**src/rtl/fpu_drv_pkg.sv**
```systemverilog
// Shared types and constants for the FPU operand driver: FSM states,
// one-hot FPU status codes and the packed operand-pair layout.
package fpu_drv_pkg;

   typedef enum logic [1:0] {
      IDLE   = 2'd0,
      HOLD   = 2'd1,
      OUTPUT = 2'd2
   } drv_state_t;

   // FPU status_out is one-hot; the driver forwards it untouched.
   localparam logic [3:0] ST_EXACT   = 4'b0001;
   localparam logic [3:0] ST_OVF     = 4'b0010;
   localparam logic [3:0] ST_UNF     = 4'b0100;
   localparam logic [3:0] ST_INEXACT = 4'b1000;

   typedef struct packed {
      logic [31:0] a;
      logic [31:0] b;
   } operand_pair_t;

   localparam int PAIR_W = $bits(operand_pair_t);

endpackage

```
**src/rtl/fpu_drv_fifo.sv**
```systemverilog
// Synchronous FIFO with a combinational head read, so the consumer can pop
// and use the head on the same edge. Storage is not reset; only state is.
module fpu_drv_fifo #(
   parameter int DEPTH = 4,
   parameter int WIDTH = 64
) (
   input  logic                     clk,
   input  logic                     rst_n,
   input  logic                     push,
   input  logic [WIDTH-1:0]         wdata,
   input  logic                     pop,
   output logic [WIDTH-1:0]         rdata,
   output logic                     full,
   output logic                     empty,
   output logic [$clog2(DEPTH):0]   count
);

   localparam int AW = $clog2(DEPTH);

   logic [WIDTH-1:0] mem [DEPTH];
   logic [AW-1:0]    wr_ptr_reg;
   logic [AW-1:0]    rd_ptr_reg;
   logic [AW:0]      count_reg;
   logic             push_ok;
   logic             pop_ok;

   assign full    = (count_reg == (AW+1)'(DEPTH));
   assign empty   = (count_reg == '0);
   assign count   = count_reg;
   assign push_ok = push && !full;
   assign pop_ok  = pop && !empty;
   assign rdata   = mem[rd_ptr_reg];

   always_ff @(posedge clk) begin
      if (push_ok) begin
         mem[wr_ptr_reg] <= wdata;
      end
   end

   // DEPTH is a power of two, so the pointers wrap on natural overflow.
   always_ff @(posedge clk or negedge rst_n) begin
      if (!rst_n) begin
         wr_ptr_reg <= '0;
         rd_ptr_reg <= '0;
         count_reg  <= '0;
      end else begin
         if (push_ok) begin
            wr_ptr_reg <= wr_ptr_reg + 1'b1;
         end
         if (pop_ok) begin
            rd_ptr_reg <= rd_ptr_reg + 1'b1;
         end
         case ({push_ok, pop_ok})
            2'b10:   count_reg <= count_reg + 1'b1;
            2'b01:   count_reg <= count_reg - 1'b1;
            default: count_reg <= count_reg;
         endcase
      end
   end

endmodule

```
**src/rtl/fpu_operand_driver.sv**
```systemverilog
// Feeds buffered operand pairs to a strobe-less FPU, holds them for a fixed
// settle window, then captures and offers {result, status} to the host.
module fpu_operand_driver
   import fpu_drv_pkg::*;
#(
   parameter int HOLD_CYCLES = 5,
   parameter int FIFO_DEPTH  = 4
) (
   input  logic        clock_100Khz,
   input  logic        reset,
   input  logic        in_valid,
   output logic        in_ready,
   input  logic [31:0] in_a,
   input  logic [31:0] in_b,
   output logic [31:0] op_a_out,
   output logic [31:0] op_b_out,
   input  logic [31:0] fpu_data_in,
   input  logic [3:0]  fpu_status_in,
   output logic        res_valid,
   input  logic        res_ready,
   output logic [31:0] res_data,
   output logic [3:0]  res_status,
   output logic        busy
);

   localparam int         CW        = $clog2(FIFO_DEPTH) + 1;
   localparam logic [7:0] HOLD_LAST = 8'(HOLD_CYCLES - 1);

   drv_state_t    state_reg;
   logic [7:0]    hold_cnt_reg;
   operand_pair_t head_pair;
   operand_pair_t push_pair;
   logic          fifo_push;
   logic          fifo_pop;
   logic          fifo_full;
   logic          fifo_empty;
   logic [CW-1:0] fifo_count;

   assign push_pair = '{a: in_a, b: in_b};
   assign in_ready  = !fifo_full;
   assign fifo_push = in_valid && !fifo_full;
   assign busy      = (state_reg != IDLE) || (fifo_count != '0);

   // A pop is always paired with an operand load; it happens from IDLE, or
   // from OUTPUT on the result handshake edge when another pair is waiting.
   assign fifo_pop  = !fifo_empty &&
                      ((state_reg == IDLE) || ((state_reg == OUTPUT) && res_ready));

   fpu_drv_fifo #(
      .DEPTH (FIFO_DEPTH),
      .WIDTH (PAIR_W)
   ) u_fifo (
      .clk   (clock_100Khz),
      .rst_n (reset),
      .push  (fifo_push),
      .wdata (push_pair),
      .pop   (fifo_pop),
      .rdata (head_pair),
      .full  (fifo_full),
      .empty (fifo_empty),
      .count (fifo_count)
   );

   always_ff @(posedge clock_100Khz or negedge reset) begin
      if (!reset) begin
         state_reg    <= IDLE;
         hold_cnt_reg <= '0;
         op_a_out     <= '0;
         op_b_out     <= '0;
         res_valid    <= 1'b0;
         res_data     <= '0;
         res_status   <= '0;
      end else begin
         case (state_reg)
            IDLE: begin
               if (fifo_pop) begin
                  state_reg <= HOLD;
               end
            end
            HOLD: begin
               hold_cnt_reg <= hold_cnt_reg + 1'b1;
               if (hold_cnt_reg == HOLD_LAST) begin
                  res_data   <= fpu_data_in;
                  res_status <= fpu_status_in;
                  res_valid  <= 1'b1;
                  state_reg  <= OUTPUT;
               end
            end
            OUTPUT: begin
               if (res_ready) begin
                  res_valid <= 1'b0;
                  state_reg <= fifo_pop ? HOLD : IDLE;
               end
            end
            default: begin
               state_reg <= IDLE;
            end
         endcase

         // Operands only move on a load, so the FPU inputs stay quiet otherwise.
         if (fifo_pop) begin
            op_a_out     <= head_pair.a;
            op_b_out     <= head_pair.b;
            hold_cnt_reg <= '0;
         end
      end
   end

endmodule

```
**config.mk**
```make
export PLATFORM = sky130hd
export DESIGN_NAME = fpu_operand_driver
export DESIGN_NICKNAME = d
export VERILOG_FILES = /design/src/rtl/fpu_drv_pkg.sv /design/src/rtl/fpu_drv_fifo.sv /design/src/rtl/fpu_operand_driver.sv
export SDC_FILE = /design/constraint.sdc
export NUM_CORES = 1
export LEC_CHECK = 0
export ABC_AREA = 1
export CAP_MARGIN = 20
export CORE_AREA = 2 2 175 177
export CTS_CLUSTER_SIZE = 14
export DETAILED_ROUTE_END_ITERATION = 8
export DIE_AREA = 0 0 177 179
export HOLD_SLACK_MARGIN = 0.05
export PLACE_DENSITY_LB_ADDON = 0.1
export SLEW_MARGIN = 20
export SYNTH_ARGS = -nofsm -noshare
export SYNTH_HDL_FRONTEND = slang
export SYNTH_SLANG_ARGS = --single-unit
```
**constraint.sdc**
```tcl
create_clock -name clock_100Khz -period 3.6 [get_ports clock_100Khz]
set_input_delay 0.72 -clock clock_100Khz [delete_from_list [all_inputs] [get_ports clock_100Khz]]
set_output_delay 0.72 -clock clock_100Khz [all_outputs]
set_load 0.05 [all_outputs]
```
==> impl_metrics.yaml <==
critical_path:
  required_ns: 2.88
  r2r_slack_ns: 1.35
  worstSetupPathType: "flop to output pin"
  crit_end: "busy"
  critical-path-top-delay-family: "buffers and inverters"
  path_max_fanout: 3
  timing.rr.end: "op_b_out[15]$_DFFE_PN0N_"
  reg2reg_from: "u_fifo.rd_ptr_reg[0]$_DFFE_PN0P_"
  worstSetupPathDepth: 4
  cp-start-kind: "flop"
  rr_worst_depth: 5
  path_buf_inv: 2
  startpoint: "u_fifo.count[0]$_DFFE_PN0P_"
  arrival_ns: 2.09
  path_cells: "inv_1 > nand3_1 > nand3b_1 > clkdlybuf4s50_1"
  cp_slowest_cell: "clkdlybuf4s50_1"
  crit_path_end_kind: "output pin"
  max_stage_delay_ns: 0.81
timing:
  slew_viol_final: 0
  rsz0062_at_grt: "false"
  max_freq_mhz: 356.4
  fin_worst_skew_ns: 0.01353
  slew_headroom_pct: 37.31
  tightestPinTransition_ns: 0.9403
  setup_viol: 0
  finalHoldViolations: 0
  finalCriticalPeriod_ns: 2.806
  timing.final.crit_share_pct: 77.94
routing:
  drt_iter0_markers: 568
  wl_mm: 31.04
  ant_nets: 0
  routed-via-count: 9425
  wl_per_cell_um: 16.75
  vias_per_cell: 5.086
  route.detailed.drc: 0
  drt_pass1_iterations: 5
logic_synthesis:
  yosysTopAreaCell: "edfxtp_1"
  synth-seq-cells: 374
  ys_warn_count: 0
  syn_nets: 1344
  ys_seq_area_share_pct: 73.72
  postSynthCellCount: 1232
  syn_area_um2: 14430
  yosys-top-cells-area: "edfxtp_1 53%, dfrtp_1 20%, nand2_1 7.4%"
  ys_types: 24
  synth_top_cell_area_share_pct: 53.26
  syn_area_per_cell_um2: 11.72
place:
  detailed_place_hpwl_mm: 16.57
  gp_congestion: 0.7462
  port_buffers: 206
  postPlaceCellArea_um2: 16820
  dp.cells: 1779
clock_tree:
  cts_buffer_depth: 3
  numCtsBuffers: 40
  clk_pin_slew_ns: 0.06
  postCtsSetupBuffers: 0
  cts.sinks: 374
  cts.htree.levels: 2
  cts_hold_buf: 0
  root_buffer: "clkbuf_16"
  cts_tree: "done"
  insertion_delay_ns: 0.52
  cts_resized: 0
layout:
  drive_gt1_share_pct: 6.387
  regMostFlops: "u_fifo.mem"
  fin_nets: 1537
  fillers: 2424
  final_common_cell: "nand2_1"
  design_area_um2: 18190
  syn2layout_area_growth_pct: 26.05
  final_cell_mix: "285 x nand2_1, 256 x edfxtp_1, 207 x nor2_1, 205 x clkdlybuf4s50_1, 155 x o21ai_0"
  largest_register_ff_count: 256
  layout.cells.non_filler: 1853
  finalCoreUtilization_pct: 60.59
power:
  p_leak_nw: 7.119
  p_switching_mw: 6.952
  power_density_nw_per_um2: 960.6
  p_sw_share_pct: 39.78
  max-vdd-ir-drop_mv: 0.7580
  clkPwrFrac_pct: 23.6
  internal_power_mw: 10.53
  share_comb_of_total_power_pct: 38.9
  power_frac_seq_pct: 37.5
  finalPower_mw: 17.48
outcome:
  status: "complete, no violations"
die:
  initial_core_util_pct: 48.07
  row_count: 64
  fp.dieH_um: 179
  die_w_um: 177
  die_area_um2: 31680
  core_um2: 30030
  design.portCount: 207
grt:
  grt_util_all_layers_pct: 19.75
  grt_antenna_before_repair: 2
  grt_pass1_wl_mm: 48.87
  grt_max_degree: 117
  grt_overflow: 0
  grt_pass1_vias: 9162
run:
  cap_violations: 0
min_path:
  hold_class: "primary input to asynchronous set/reset pin"
==> worst register-to-register path: cells and delay by family, from the launching register on <==
family | cells | cell delay [ns]
and+or+nand+nor | 2 | 0.16
buffers and inverters | 1 | 0.74
DFF | 1 | 0.83
AOI/OAI and AO/OA | 2 | 0.45
==> routing by layer <==
metal / vias to the layer above / part of all wire (%) / global-route usage [%]
li1: 4583 / - / -
met1: 4564 / 43 / 25.62
met2: 237 / 49 / 33.67
met3: 39 / 7.0 / 4.114
met4: 2 / 1.7 / 5.785
met5: - / 0.042 / 0
==> logic make-up after synthesis <==
| logic type | Yosys count | synth area share, % |
|---|---|---|
| buf+inv | 93 | 3.433 |
| fa+ha+maj | 8 | 0.7455 |
| flops | 374 | 73.72 |
| xor+xnor | 4 | 0.2428 |
| compound gates | 207 | 7.195 |
| simple gates | 546 | 14.67 |
==> worst min-delay path by stage <==
stage | cells after the start | endpoint | from | slack, ns
2_1_floorplan | 0 | hold_cnt_reg[0]$_DFFE_PN0P_ | reset | 0.42
5_1_grt | 1 | u_fifo.wr_ptr_reg[0]$_DFFE_PN0P_ | reset | 0.33
4_1_cts | 1 | u_fifo.wr_ptr_reg[0]$_DFFE_PN0P_ | reset | 0.30
6_report | 1 | u_fifo.wr_ptr_reg[0]$_DFFE_PN0P_ | reset | 0.27
3_5_place_dp | 2 | res_data[5]$_DFFE_PN0P_ | res_data[5]$_DFFE_PN0P_ | 0.46
3_3_place_gp | 2 | res_data[22]$_DFFE_PN0P_ | res_data[22]$_DFFE_PN0P_ | 0.45
==> stage by stage <==
step	setup TNS [ns]	hold slack (ns)	setup WS (ns)
floorplan	-194.38	0.4244	-0.7593
global placement	0	0.4532	0.8487
detailed placement	0	0.4579	0.8633
CTS	0	0.3001	0.7634
global route	0	0.3339	0.6477
finish	0	0.2692	0.7940
==> Yosys cell counts, drive strengths merged <==
cell    count
xor2        3
nand4       2
nand3b      2
ha          7
a21oi       8
edfxtp    256
xnor2       1
o21ai     198
inv        24
o31ai       1
nand2     286
nor2      212
buf        48
nor3        3
clkbuf     21
dfrtp     118
nand3      41
fa          1
==> cell type report <==
| cell class | instances | area (um2) | share of cell area, % |
|---|---|---|---|
| Sequential cell | 374 | 10650 | 58.52 |
| Multi-Input combinational cell | 765 | 3338 | 18.35 |
| Tap cell | 396 | 495.5 | 2.723 |
| Inverter | 24 | 96.34 | 0.5295 |
| Timing Repair Buffer | 220 | 2243 | 12.33 |
| Clock inverter | 11 | 115.1 | 0.6327 |
| Clock buffer | 62 | 1255 | 6.898 |
| Antenna cell | 1 | 2.502 | 0.01375 |
==> power by group through the flow <==
stage	combinational (mW)	sequential, mW	clock, mW
finish	6.80	6.55	4.13
global placement	6.84	6.61	0
floorplan	2.93	8.36	0
CTS	6.92	6.56	4.24
detailed placement	6.90	6.63	0
global route	7.48	6.69	4.41
(Power assumes the default switching activity.)
